--- src/rtl/gray_pkg.sv ---
// Shared Gray-code helpers for the gray counter family.
// Functions work on GRAY_MAX_W bits; callers cast to and from their own width.
package gray_pkg;

    localparam int GRAY_MAX_W = 32;

    localparam logic [GRAY_MAX_W-1:0] GRAY_ONES = '1;
    localparam logic [GRAY_MAX_W-1:0] GRAY_ZERO = '0;

    function automatic logic [GRAY_MAX_W-1:0] bin2gray(input logic [GRAY_MAX_W-1:0] bin);
        return bin ^ (bin >> 1);
    endfunction

    function automatic logic [GRAY_MAX_W-1:0] gray2bin(input logic [GRAY_MAX_W-1:0] gray);
        logic [GRAY_MAX_W-1:0] bin;
        bin[GRAY_MAX_W-1] = gray[GRAY_MAX_W-1];
        for (int i = GRAY_MAX_W - 2; i >= 0; i--) begin
            bin[i] = bin[i+1] ^ gray[i];
        end
        return bin;
    endfunction

endpackage

--- src/rtl/gray_step_chk.sv ---
// Sticky monitor: flags any qualified count step whose Gray output
// does not change in exactly one bit.
module gray_step_chk
    import gray_pkg::*;
#(
    parameter int WIDTH = 3
) (
    input  logic             Clk,
    input  logic             Reset_n,
    input  logic             Clear,
    input  logic             step_vld,
    input  logic [WIDTH-1:0] gray_prev,
    input  logic [WIDTH-1:0] gray_next,
    output logic             StepErr
);

    logic bad_step;

    assign bad_step = step_vld && ($countones(gray_prev ^ gray_next) != 1);

    always_ff @(posedge Clk or negedge Reset_n) begin
        if (!Reset_n) begin
            StepErr <= 1'b0;
        end else if (Clear) begin
            StepErr <= 1'b0;
        end else if (bad_step) begin
            StepErr <= 1'b1;
        end
    end

endmodule

--- src/rtl/gray_counter_param.sv ---
// Parametrised up/down Gray counter with load, clear, wrap/saturate and sticky flags.
// Optional step checker (StepErr port) is built when GRAY_COUNTER_STEPCHK_EN is defined.
module gray_counter_param
    import gray_pkg::*;
#(
    parameter int          WIDTH = 3,
    parameter bit          WRAP  = 1'b1,
    parameter int unsigned INIT  = 0
) (
    input  logic             Clk,
    input  logic             Reset_n,
    input  logic             Clear,
    input  logic             Load,
    input  logic [WIDTH-1:0] LoadVal,
    input  logic             En,
    input  logic             Up,
    output logic [WIDTH-1:0] Output,
    output logic [WIDTH-1:0] BinOut,
    output logic             Overflow,
    output logic             Underflow
`ifdef GRAY_COUNTER_STEPCHK_EN
    ,
    output logic             StepErr
`endif
);

    localparam logic [WIDTH-1:0] ONES   = GRAY_ONES[WIDTH-1:0];
    localparam logic [WIDTH-1:0] ZERO   = GRAY_ZERO[WIDTH-1:0];
    localparam logic [WIDTH-1:0] INIT_V = WIDTH'(INIT);

    function automatic logic [WIDTH-1:0] to_gray(input logic [WIDTH-1:0] b);
        return WIDTH'(bin2gray(GRAY_MAX_W'(b)));
    endfunction

    logic [WIDTH-1:0] bin_nxt;
    logic             ovf_nxt;
    logic             unf_nxt;

    always_comb begin
        bin_nxt = BinOut;
        ovf_nxt = Overflow;
        unf_nxt = Underflow;
        if (Clear) begin
            bin_nxt = INIT_V;
            ovf_nxt = 1'b0;
            unf_nxt = 1'b0;
        end else if (Load) begin
            bin_nxt = LoadVal;
        end else if (En) begin
            if (Up) begin
                if (BinOut == ONES) begin
                    ovf_nxt = 1'b1;
                    if (WRAP) bin_nxt = ZERO;
                end else begin
                    bin_nxt = BinOut + WIDTH'(1);
                end
            end else begin
                if (BinOut == ZERO) begin
                    unf_nxt = 1'b1;
                    if (WRAP) bin_nxt = ONES;
                end else begin
                    bin_nxt = BinOut - WIDTH'(1);
                end
            end
        end
    end

    // Binary and Gray views update on the same edge so they always agree
    always_ff @(posedge Clk or negedge Reset_n) begin
        if (!Reset_n) begin
            BinOut    <= INIT_V;
            Output    <= to_gray(INIT_V);
            Overflow  <= 1'b0;
            Underflow <= 1'b0;
        end else begin
            BinOut    <= bin_nxt;
            Output    <= to_gray(bin_nxt);
            Overflow  <= ovf_nxt;
            Underflow <= unf_nxt;
        end
    end

`ifdef GRAY_COUNTER_STEPCHK_EN
    logic sat_hold;
    logic step_vld;

    assign sat_hold = !WRAP && ((Up && BinOut == ONES) || (!Up && BinOut == ZERO));
    assign step_vld = En && !Clear && !Load && !sat_hold;

    gray_step_chk #(.WIDTH(WIDTH)) u_step_chk (
        .Clk       (Clk),
        .Reset_n   (Reset_n),
        .Clear     (Clear),
        .step_vld  (step_vld),
        .gray_prev (Output),
        .gray_next (to_gray(bin_nxt)),
        .StepErr   (StepErr)
    );
`endif

endmodule

--- config.mk ---
export PLATFORM = sky130hd
export DESIGN_NAME = gray_counter_param
export DESIGN_NICKNAME = d
export VERILOG_FILES = /design/src/rtl/gray_pkg.sv /design/src/rtl/gray_step_chk.sv /design/src/rtl/gray_counter_param.sv
export SDC_FILE = /design/constraint.sdc
export NUM_CORES = 1
export LEC_CHECK = 0
export ABC_AREA = 1
export CORE_AREA = 2 2 39 41
export DETAILED_ROUTE_END_ITERATION = 16
export DIE_AREA = 0 0 41 43
export DONT_BUFFER_PORTS = 1
export PLACE_DENSITY = 0.61
export REMOVE_ABC_BUFFERS = 1
export SYNTH_ARGS = -nofsm -noshare
export SYNTH_HDL_FRONTEND = slang
export SYNTH_SLANG_ARGS = --single-unit
--- constraint.sdc ---
create_clock -name Clk -period 1.7 [get_ports Clk]
set_input_delay 0.17 -clock Clk [delete_from_list [all_inputs] [get_ports Clk]]
set_output_delay 0.17 -clock Clk [all_outputs]
set_load 0.02 [all_outputs]
After elaboration in Yosys (flattened, before gate mapping) --
Index checks and enable logic that the tools add are counted.
Cells by class: bitwise gates (word level) 1, equal/unequal tests 3, multiplexer cells 16, add/sub/neg operators 2, reductions and logical operators 7
Operators with widths (count):
- 3-bit 2-to-1 mux | 6
- 1-bit 2-to-1 mux | 10
- 4-bit AND reduction | 2
- 2-bit nonzero test | 4
- 2-bit != test, second input constant | 2
- 3-bit by 1-bit adder with 3-bit output, second input constant | 1
- 3-bit equality test, second input constant | 1
- 3-bit zero test | 1
- 3-bit by 1-bit subtractor with 3-bit output, second input constant | 1
- 3-bit by 2-bit XOR with 3-bit output | 1
Storage, ports and cells: input port bits 9, output and inout port bits 8, flip-flop bits (word level) 8, word-level logic and storage cells 33

Depth between registers and ports, before layout --
Gate-level depths: netlist (run 1).
depth after elaboration 7, gate-level depth with buffers 11, mapped depth without buffers 11

Worst setup path after synthesis (run 1) --
Ideal clock, no wire load.
kind register to register, start register BinOut[0], end register Output[1], cell stages (with the launch flop) 11, arrival 1350 ps, required time 1583 ps, buffers on the path 0, setup time 117 ps, clock period less this slack 1468 ps, setup slack 232 ps, path through dfrtp_1 ha_1 ha_1 nand2_1 nand2_1 nor2_2 nand2_2 nand2_1 nand2_1 nand3_1 nand2_1
Between the ends: cells in the longest elaborated chain, start to end 7, elaborated cells on any way between the ends 11, those cells by class 2 x add/sub; 1 x eq/ne; 6 x mux; 1 x bitwise; 1 x reduce/logical
Ends and longest elaborated chain:
- from (decl) | RTL line gray_counter_param.sv:18 | output logic [WIDTH-1:0] BinOut,
- from (signal assigned) | RTL line gray_counter_param.sv:76 | BinOut <= bin_nxt;
- 3-bit by 1-bit subtractor with 3-bit output (tied with other cells) | RTL line gray_counter_param.sv:62 | bin_nxt = BinOut - WIDTH'(1);
- 3-bit 2-to-1 mux (on tied branches) | RTL line gray_counter_param.sv:58, gray_counter_param.sv:51
- 3-bit 2-to-1 mux * | RTL line gray_counter_param.sv:50 | if (Up) begin
- 3-bit 2-to-1 mux * | RTL line gray_counter_param.sv:49 | end else if (En) begin
- 3-bit 2-to-1 mux * | RTL line gray_counter_param.sv:47 | end else if (Load) begin
- 3-bit 2-to-1 mux * | RTL line gray_counter_param.sv:43 | if (Clear) begin
- 3-bit by 2-bit XOR with 3-bit output * | RTL line gray_pkg.sv:11 | return bin ^ (bin >> 1);
- to (signal assigned) | RTL line gray_counter_param.sv:72 | Output <= to_gray(INIT_V);
- to (signal assigned) | RTL line gray_counter_param.sv:77 | Output <= to_gray(bin_nxt);
- to (decl) | RTL line gray_counter_param.sv:17 | output logic [WIDTH-1:0] Output,
Every way passes the cells marked *; elsewhere a longest branch is shown, timed or not. A chain may end at the register's enable or synchronous reset.

Final worst setup path (run 1) --
start register BinOut[1], end register Output[0]
Between the ends: cells in the longest elaborated chain, start to end 7, elaborated cells on any way between the ends 11, those cells by class 2 x add/sub; 1 x eq/ne; 6 x mux; 1 x bitwise; 1 x reduce/logical
Ends and longest elaborated chain (RTL line):
- 3-bit by 1-bit subtractor with 3-bit output (tied with other cells) | gray_counter_param.sv:62
- 3-bit 2-to-1 mux (on tied branches) | gray_counter_param.sv:58, gray_counter_param.sv:51
- 3-bit 2-to-1 mux | gray_counter_param.sv:50
- 3-bit 2-to-1 mux * | gray_counter_param.sv:49
- 3-bit 2-to-1 mux * | gray_counter_param.sv:47
- 3-bit 2-to-1 mux * | gray_counter_param.sv:43
- 3-bit by 2-bit XOR with 3-bit output * | gray_pkg.sv:11
Marks and branches as above.

==> results.sh, run 1 <==
export IMPL_status="finished, final reports clean"
export IMPL_drv_slew=0
export IMPL_p_seq_share_pct=43.7
export IMPL_cp_max_fo=4
export IMPL_cts_inserted_buffers=3
export IMPL_synth_area_sq_um=479
export IMPL_ios=17
export IMPL_yosys_top_cells_count="nand2_1, nor2_1, dfrtp_1"
export IMPL_layout_setup_ws_ps=192
export IMPL_cts_resized_gates=0
export IMPL_setup_viol=0
export IMPL_hold_viol=0
export IMPL_track_usage_pct=14.5
export IMPL_io_buffers=0
export IMPL_synth_edff_count=0
export IMPL_synth_top_family_by_area="simple AND/OR/NAND/NOR gates"
export IMPL_h_tree_depth=1
export IMPL_drcViolationCount=0
export IMPL_synth_xor_area_share_pct=0
export IMPL_cts_sinks=7
export IMPL_cpMostUsedCell="nand2_1"
export IMPL_wirelength_um=993
export IMPL_vias=412
export IMPL_synth_area_leader_cell="dfrtp_1"
export IMPL_core_rowCount=14
export IMPL_slowest_delay_ps=430
export IMPL_yosys_area_share_adder_pct=10.4
export IMPL_r2r_cells=10
export IMPL_period_share_pct=88.7
export IMPL_fp_dieW_um=41
export IMPL_slowest_stage="dfrtp_1"
export IMPL_hp_class="in -> reg"
export IMPL_yosysMostFrequentCell="nand2_1"
export IMPL_r2r_start="BinOut[1]"
export IMPL_grt_ovfl_total=0
export IMPL_pwr_share_clk_pct=32.8
export IMPL_ys_ff_latch=7
export IMPL_drive_gt1_share_pct=20.3
export IMPL_whs_ps=104
export IMPL_ys_seq_area_share_pct=36.6
export IMPL_insertion_delay_ps=250
export IMPL_worst_r2r_setup_slack_ps=190
export IMPL_die_h_um=43
export IMPL_fin_setup_tns_ps=0
export IMPL_avgSynthCellArea_sq_um=7.26
export IMPL_cp_arrival_ps=1650
export IMPL_clk_path_buf_depth=2
export IMPL_syn_inst=66
export IMPL_synthFlopType="dfrtp_1"
export IMPL_internal_power_uw=312
export IMPL_clk_pin_slew_ps=50
export IMPL_yosys_warnings=0
export IMPL_ir_worst_vdd_v=0.000382
export IMPL_required_ps=1840
export IMPL_fin_crit_ps=1510
export IMPL_drt_pass1_iterations=4
export IMPL_routed_via_density=4.58
export IMPL_antenna_found_initial=0
export IMPL_core_area_sq_um=1380
export IMPL_cts_root_buf="clkbuf_4"
export IMPL_leakage_uw=0.000313
export IMPL_synth_compound_area_share_pct=12.0
export IMPL_p_sw_uw=146
export IMPL_rsz0062_at_grt="false"
export IMPL_cts_tree="built"
export IMPL_grt_pass1_vias=415
export IMPL_nets=88
export IMPL_p_sw_share_pct=31.9
export IMPL_min_delay_start="Clear"
export IMPL_die_area_sq_um=1760
export IMPL_ys_types=16
export IMPL_synth_area_leaders="dfrtp_1, nand2_1, ha_1"
export IMPL_max_freq_mhz=663
export IMPL_yosysTopAreaCellShare_pct=36.6
export IMPL_critPathKind="reg -> reg"
export IMPL_yosys_area_share_simple_pct=31.6
export IMPL_p_per_area_nw_per_um2=816
export IMPL_hpwl_um=826
export IMPL_avgRoutedWirePerCell_um=11.0
export IMPL_whs_path_depth=3
export IMPL_grt_pass1_wl_um=1660
export IMPL_startpoint_type="register"
export IMPL_yosys_mux_area_fraction_pct=0
export IMPL_cp_cell_sequence="ha_1 > ha_1 > nand2_1 > nand2_1 > nor2_2 > nand2_2 > nand2_1 > nand2_1 > nand2_1 > nand2_1"
export IMPL_ys_async_sr_fraction_pct=100
export IMPL_critPathBufInv=0
export IMPL_slew_headroom_pct=78.6
export IMPL_grt_max_degree=8
export IMPL_initial_core_util_pct=34.6
export IMPL_final_setup_skew_ps=2.96
export IMPL_comb_power_share_pct=23.5
export IMPL_r2r_end="Output[0]"
export IMPL_place_gp_congestion=0.677
export IMPL_drv_cap=0
export IMPL_drt_initial_drc_count=7
export IMPL_post_place_ws_ps=201
export IMPL_cp_end_kind="register"
export IMPL_diodes=0
export IMPL_ant_nets=0
export IMPL_hold_path_end="Output[1]"
export IMPL_tightest_slew_ps=319
export IMPL_cp_top_family="simple AND/OR/NAND/NOR gates"
export IMPL_area_growth_syn_to_layout_pct=17.0
==> cells by family after synthesis <==
family,count (synthesis)
AOI/OAI and AO/OA,7
buffers and inverters,11
and+or+nand+nor,37
adders and majority gates,4
DFF,7
==> area by class of cell <==
type	instances	area, sq um
Clock buffer	4	26.3
Multi-Input combinational cell	48	259
Tap cell	16	20.0
Inverter	10	37.5
Timing Repair Buffer	5	42.5
Fill cell	159	823
Sequential cell	7	175
==> state kept, by name, summed over array words and instances (netlist names) <==
register / cells
Underflow: 1
BinOut: 3
Overflow: 1
Output: 2
==> how the worst max path moves through the flow <==
stage / startpoint / to / slack [ps] / cells past startpoint
floorplan: BinOut[0] / Output[1] / 230 / 10
global placement: BinOut[0] / Output[0] / 220 / 10
detailed placement: BinOut[1] / Output[0] / 200 / 10
CTS: BinOut[1] / Output[0] / 190 / 10
global route: BinOut[0] / Output[1] / 70 / 10
finish: BinOut[1] / Output[0] / 190 / 10
==> cell usage in the layout (no fill, tap or decap) <==
cell type	instances
nand2_1	20
inv_2	4
o21bai_1	1
nand3_1	3
clkbuf_1	1
dfrtp_1	7
a21oi_1	2
a21boi_4	1
nor2_1	10
nand2_2	1
buf_4	3
nor3_1	1
ha_1	4
dlygate4sd3_1	2
a21oi_2	1
nor2_2	2
clkbuf_4	3
inv_1	6
a31oi_1	2
==> metal layers <==
metal  global-route usage [%]  up-vias  share of wire (%)
met4                     10.0        0                  0
met5                        0        -                  0
met2                     21.9       11                 54
li1                         -      219                  -
met1                     17.2      182                 41
met3                     3.14        0                5.1
==> per-stage QoR <==
stage | util [%] | cells | area [sq um] | total power, uW
final | 40.5 | 90 | 561 | 457
after global routing | 40.5 | 90 | 561 | 489
after CTS | 40.5 | 90 | 561 | 464
after detailed placement | 37.2 | 84 | 514 | 304
after global placement | 37.2 | 84 | 514 | 301
after floorplan | - | 65 | 472 | 280
==> worst min-delay path, stage by stage <==
cell     delay, ps
nor2_1          30
nand3_1         70
nand2_1         40
==> repair_timing <==
item / CTS / global route
hold buffers: 2 / 0
buffers inserted: 0 / 0
hold endpoints to repair: 9 / 0
endpoints found under the setup margin: 0 / 0
==> power groups by stage <==
stage               clock, uW  combinational [uW]  sequential (uW)
detailed placement          0                 101              203
global placement            0                99.0              202
global route              166                 121              202
floorplan                   0                69.5              210
finish                    150                 107              200
CTS                       155                 108              200
Power figures use the tool's default switching activity.
==> run 2, diff against run 1 <==
--- a/config.mk
+++ b/config.mk
@@ -12,6 +12,8 @@
 export DONT_BUFFER_PORTS = 1
 export PLACE_DENSITY = 0.61
 export REMOVE_ABC_BUFFERS = 1
+export SETUP_SLACK_MARGIN = 0.2
 export SYNTH_ARGS = -nofsm -noshare
 export SYNTH_HDL_FRONTEND = slang
 export SYNTH_SLANG_ARGS = --single-unit
+export TNS_END_PERCENT = 1
==> run 2 against run 1 <==
Critical path depth is the same. Non-clock buffer count grew 4. Highest routed layer unchanged. Largest cell class unchanged. Sequential share of layout area shrank 2.9 points. Worst hold slack lost 4.3 ps. Die area is the same. Fmax grew 4.5%. Clock power is essentially flat. Sequential cell count is the same.
==> results.sh, run 2 (synthesized netlist as in run 1, its figures left out) <==
export IMPL_status="finished, final reports clean"
export IMPL_die_h_um=43
export IMPL_cts_sinks=7
export IMPL_final_common_cell="nand2_1"
export IMPL_cp_arrival_ps=1580
export IMPL_drcViolationCount=0
export IMPL_slowest_delay_ps=410
export IMPL_regArea_sq_um=175
export IMPL_cts_inserted_buffers=3
export IMPL_largest_register_ffs=3
export IMPL_antenna_found_initial=0
export IMPL_cp_top_family="simple AND/OR/NAND/NOR gates"
export IMPL_drv_cap=0
export IMPL_required_ps=1840
export IMPL_core_area_sq_um=1380
export IMPL_core_rowCount=14
export IMPL_avgRoutedWirePerCell_um=11.1
export IMPL_hold_viol=0
export IMPL_cp_max_fo=4
export IMPL_grt_busiest_layer="met2"
export IMPL_n_fill_cell=150
export IMPL_cts_tree="built"
export IMPL_layout_setup_ws_ps=257
export IMPL_cts_root_buf="clkbuf_4"
export IMPL_grt_ovfl_total=0
export IMPL_max_freq_mhz=693
export IMPL_vias=437
export IMPL_diodes=0
export IMPL_wirelength_um=1050
export IMPL_h_tree_depth=1
export IMPL_hp_class="in -> reg"
export IMPL_drt_pass1_iterations=4
export IMPL_use_met1_pct=16.8
export IMPL_multi_input_area_sq_um=287
export IMPL_initial_core_util_pct=34.6
export IMPL_clk_path_buf_depth=2
export IMPL_grt_max_degree=8
export IMPL_slowest_stage="dfrtp_1"
export IMPL_final_core_util_pct=44.7
export IMPL_critPathKind="reg -> reg"
export IMPL_startpoint_type="register"
export IMPL_clk_pin_slew_ps=50
export IMPL_grt_pass1_vias=433
export IMPL_io_buffers=0
export IMPL_final_cell_mix="nand2_1, nor2_1, dfrtp_1, buf_4, inv_1"
export IMPL_largest_register="BinOut"
export IMPL_power_total_uw=479
export IMPL_hpwl_um=826
export IMPL_fin_setup_tns_ps=0
export IMPL_use_met2_pct=23.4
export IMPL_die_area_sq_um=1760
export IMPL_post_place_ws_ps=201
export IMPL_cpMostUsedCell="nand2_1"
export IMPL_insertion_delay_ps=250
export IMPL_place_gp_congestion=0.677
export IMPL_fin_crit_ps=1440
export IMPL_fp_dieW_um=41
export IMPL_largest_registers="BinOut (3), Output (2)"
export IMPL_drv_slew=0
export IMPL_gr_usage_met3_pct=3.14
export IMPL_cp_end_kind="register"
export IMPL_nets=92
export IMPL_ios=17
export IMPL_area_growth_syn_to_layout_pct=29.0
export IMPL_final_setup_skew_ps=3.48
export IMPL_whs_ps=100
export IMPL_critPathBufInv=0
export IMPL_p_per_area_nw_per_um2=775
export IMPL_period_share_pct=84.9
export IMPL_drt_initial_drc_count=7
export IMPL_slew_headroom_pct=78.8
export IMPL_rsz0062_at_grt="true"
export IMPL_ant_nets=0
export IMPL_grt_pass1_wl_um=1710
export IMPL_tightest_slew_ps=317
export IMPL_cp_cell_sequence="ha_2 > ha_4 > nand2_1 > nand2_1 > nor2_2 > nand2_2 > nand2_2 > nand2_2 > nand2_1 > nand2_1"
export IMPL_ir_worst_vdd_v=0.000383
export IMPL_leakage_uw=0.000331
export IMPL_setup_viol=0
export IMPL_track_usage_pct=14.9
export IMPL_drive_gt1_share_pct=33.3
export IMPL_routed_via_density=4.65
-- run 2: cell types whose count changed in the layout (fill, tap and decap cells not counted), sizes merged --
cell and change:
buf +4
-- run 2: path summary, 6_finish.rpt --
check                           from   endpoint  slack [ps]  cells after the start
min in group asynchronous    Reset_n  BinOut[2]         240                      1
setup reg to reg           BinOut[1]  Output[0]         260                     10
setup / recovery           BinOut[1]  Output[0]         260                     10
hold reg to reg             Overflow   Overflow         640                      2
hold / removal                 Clear  BinOut[2]         100                      3
max in group asynchronous    Reset_n  Underflow        1220                      1
-- run 2: tightest hold or removal path: stages --
cell	delay, ps
nor2_1	40
nand2_2	70
inv_1	40
-- run 2: final cells by class --
cell class / count / area share (%)
inverters: 10 / 6.07
repair buffers: 9 / 11.7
flip-flops and latches: 7 / 28.3
well taps: 16 / 3.24
clock buffers: 4 / 4.25
multi-input cells: 48 / 46.4
-- run 2: metrics by stage --
stage          cells  instance area [sq um]
2_1_floorplan     65                    472
3_3_place_gp      84                    514
3_5_place_dp      84                    514
4_1_cts           93                    583
5_1_grt           94                    618
6_report          94                    618
-- run 2: layer usage --
metal  routed length [um]  share of wire [%]  vias up
li1                     -                  -      228
met1                  402                 38      196
met2                  585                 56       13
met3                   59                5.6        0
met4                    0                  0        0
met5                    0                  0        -
-- run 2: report_power, final --
group | total [uW] | internal, uW | switching, uW | leakage (uW)
sequential | 200 | 180 | 20.5 | 0.0000909
combinational | 128 | 55.8 | 72.4 | 0.000225
clock | 150 | 89.5 | 60.9 | 0.0000150
-- run 2: repair_timing --
| action | CTS | global route |
|---|---|---|
| gates resized for setup | 0 | 8 |
| pin swaps | 0 | 6 |
| endpoints found under the hold margin | 9 | 0 |
| endpoints found under the setup margin | 2 | 3 |
| hold buffers | 2 | 0 |
| setup buffers | 3 | 1 |
==> run 3, diff against run 2 <==
--- a/config.mk
+++ b/config.mk
@@ -5,7 +5,7 @@
 export SDC_FILE = /design/constraint.sdc
 export NUM_CORES = 1
 export LEC_CHECK = 0
-export ABC_AREA = 1
+export ABC_AREA = 0
 export CORE_AREA = 2 2 39 41
 export DETAILED_ROUTE_END_ITERATION = 16
 export DIE_AREA = 0 0 41 43
==> constraint.sdc (replaced) <==
create_clock -name Clk -period 1.4 [get_ports Clk]
set_input_delay 0.14 -clock Clk [delete_from_list [all_inputs] [get_ports Clk]]
set_output_delay 0.14 -clock Clk [all_outputs]
set_load 0.02 [all_outputs]
==> run 3 against run 2 <==
The flow now finishes with violations (negative setup slack). Non-clock buffer count is 8 higher. Fmax is 13% lower. Core utilization is 8.6 points higher. Critical path depth is 4 lower. Register-to-register slack worse by 510 ps. Sequential share of layout area is 4.6 points lower. Worst hold slack worse by 12 ps. Clock power is 17% higher. Total power is 34% higher. Cell area is 19% higher. First-iteration DRC count is 43% lower. Largest cell class unchanged. Sequential cell count stayed put.
==> results.sh, run 3 <==
export IMPL_h_tree_depth=1
export IMPL_hold_viol=0
export IMPL_whs_ps=87.6
export IMPL_ys_async_sr_fraction_pct=100
export IMPL_leakage_uw=0.000345
export IMPL_ys_seq_area_share_pct=36.3
export IMPL_vias=445
export IMPL_synth_compound_area_share_pct=24.9
export IMPL_n_fill_cell=125
export IMPL_final_cell_mix="buf_4, dfrtp_1, nor2_1"
export IMPL_wirelength_um=1220
export IMPL_avgSynthCellArea_sq_um=9.11
export IMPL_period_share_pct=118
export IMPL_final_setup_skew_ps=3.09
export IMPL_status="complete, but fails checks"
export IMPL_drv_cap=0
export IMPL_clk_path_buf_depth=2
export IMPL_drt_initial_drc_count=4
export IMPL_synth_area_leaders="dfrtp_1, ha_1, nor2_1"
export IMPL_yosys_area_share_simple_pct=23.1
export IMPL_clk_pin_slew_ps=50
export IMPL_cp_max_fo=4
export IMPL_core_area_sq_um=1380
export IMPL_routed_via_density=5.00
export IMPL_synthFlopType="dfrtp_1"
export IMPL_die_h_um=43
export IMPL_hpwl_um=889
export IMPL_ys_types=25
export IMPL_max_freq_mhz=603
export IMPL_fp_dieW_um=41
export IMPL_synth_area_sq_um=483
export IMPL_cts_tree="built"
export IMPL_ys_ff_latch=7
export IMPL_initial_core_util_pct=34.9
export IMPL_hold_path_end="Overflow"
export IMPL_io_buffers=0
export IMPL_grt_pass1_wl_um=1810
export IMPL_ios=17
export IMPL_track_usage_pct=15.5
export IMPL_yosysTopAreaCellShare_pct=36.3
export IMPL_largest_register_ffs=3
export IMPL_r2r_end="Output[1]"
export IMPL_drv_slew=0
export IMPL_antenna_found_initial=0
export IMPL_layout_setup_ws_ps=-258
export IMPL_yosys_top_cells_count="dfrtp_1, nor2_1, inv_1"
export IMPL_area_growth_syn_to_layout_pct=52.6
export IMPL_slew_headroom_pct=78.6
export IMPL_grt_pass1_vias=418
export IMPL_grt_ovfl_total=0
export IMPL_cts_sinks=7
export IMPL_place_gp_congestion=0.752
export IMPL_min_delay_start="Up"
export IMPL_synth_xor_area_share_pct=0
export IMPL_rsz0062_at_grt="true"
export IMPL_die_area_sq_um=1760
export IMPL_diodes=0
export IMPL_critPathKind="reg -> reg"
export IMPL_cts_inserted_buffers=3
export IMPL_cp_arrival_ps=1810
export IMPL_fin_crit_ps=1660
export IMPL_nets=87
export IMPL_avgRoutedWirePerCell_um=13.7
export IMPL_synth_edff_count=0
export IMPL_core_rowCount=14
export IMPL_setup_viol=6
export IMPL_cts_root_buf="clkbuf_4"
export IMPL_tightest_slew_ps=320
export IMPL_synth_area_leader_cell="dfrtp_1"
export IMPL_grt_max_degree=9
export IMPL_drcViolationCount=0
export IMPL_insertion_delay_ps=240
export IMPL_largest_register="BinOut"
export IMPL_syn_inst=53
export IMPL_drive_gt1_share_pct=49.3
export IMPL_worst_r2r_setup_slack_ps=-260
export IMPL_whs_path_depth=2
export IMPL_final_common_cell="buf_4"
export IMPL_yosys_warnings=0
export IMPL_power_total_uw=643
export IMPL_p_per_area_nw_per_um2=873
export IMPL_hp_class="in -> reg"
export IMPL_largest_registers="BinOut (3), Output (2)"
export IMPL_cp_end_kind="register"
export IMPL_fin_setup_tns_ps=-625
export IMPL_r2r_cells=6
export IMPL_required_ps=1550
export IMPL_violations="negative setup slack"
export IMPL_yosys_mux_area_fraction_pct=0
export IMPL_yosys_area_share_adder_pct=10.4
export IMPL_post_place_ws_ps=-323
export IMPL_ant_nets=0
export IMPL_r2r_start="BinOut[0]"
export IMPL_drt_pass1_iterations=4
export IMPL_synth_top_family_by_area="compound AO/OA/AOI/OAI gates"
export IMPL_ir_worst_vdd_v=0.000589
export IMPL_startpoint_type="register"
run 3: cells by family after synthesis:
kind of cell	count (synthesis)
DFF	7
adders and majority gates	4
AOI/OAI and AO/OA	16
buffers and inverters	6
and+or+nand+nor	20
run 3: per-stage QoR:
stage / cells / area, sq um / utilization (%)
2_1_floorplan: 52 / 475 / -
5_1_grt: 89 / 737 / 53.3
3_3_place_gp: 78 / 571 / 41.2
3_5_place_dp: 78 / 571 / 41.2
6_report: 89 / 737 / 53.3
4_1_cts: 86 / 659 / 47.6
run 3: power by group:
part	leakage [uW]	internal, uW	switching (uW)
clock	0.0000150	108	67.5
sequential	0.0000900	219	27.5
combinational	0.000240	120	102
total	0.000345	447	197
run 3: how the worst max path moves through the flow:
stage,depth (start not counted),start,to,slack [ps]
floorplan,6,BinOut[0],Output[1],-340
global placement,7,BinOut[0],Output[0],-280
detailed placement,6,BinOut[0],Output[1],-320
CTS,6,BinOut[1],Output[1],-220
global route,6,BinOut[0],Output[0],-310
finish,6,BinOut[0],Output[1],-260
run 3: critical path, stage by stage, from the launching register on:
cell and delay [ps]:
dfrtp_1 410, ha_2 220, ha_4 170, nand2b_4 130
a22o_4 240, and2_4 160, a221oi_2 240
run 3: timing repair:
item / in CTS / in global routing
hold buffers: 2 / 0
pin swaps: 4 / 5
buffers inserted: 2 / 3
endpoints found under the hold margin: 9 / 0
gates resized for setup: 8 / 11
setup endpoints to repair: 7 / 9
run 3: area by class of cell:
type	instances	area, sq um	share of cell area [%]
clock buffer	4	26.3	3.57
inverter	5	18.8	2.55
multi-input combinational	40	360	48.9
sequential	7	175	23.8
tap	16	20.0	2.72
timing repair buffer	17	136	18.5
run 3: layer usage:
metal	global-route usage (%)	vias to the layer above	routed length (um)
met5	0	-	0
met3	3.14	2	47
met4	8.00	0	14
met1	17.5	208	484
met2	25.6	5	671
li1	-	230	-
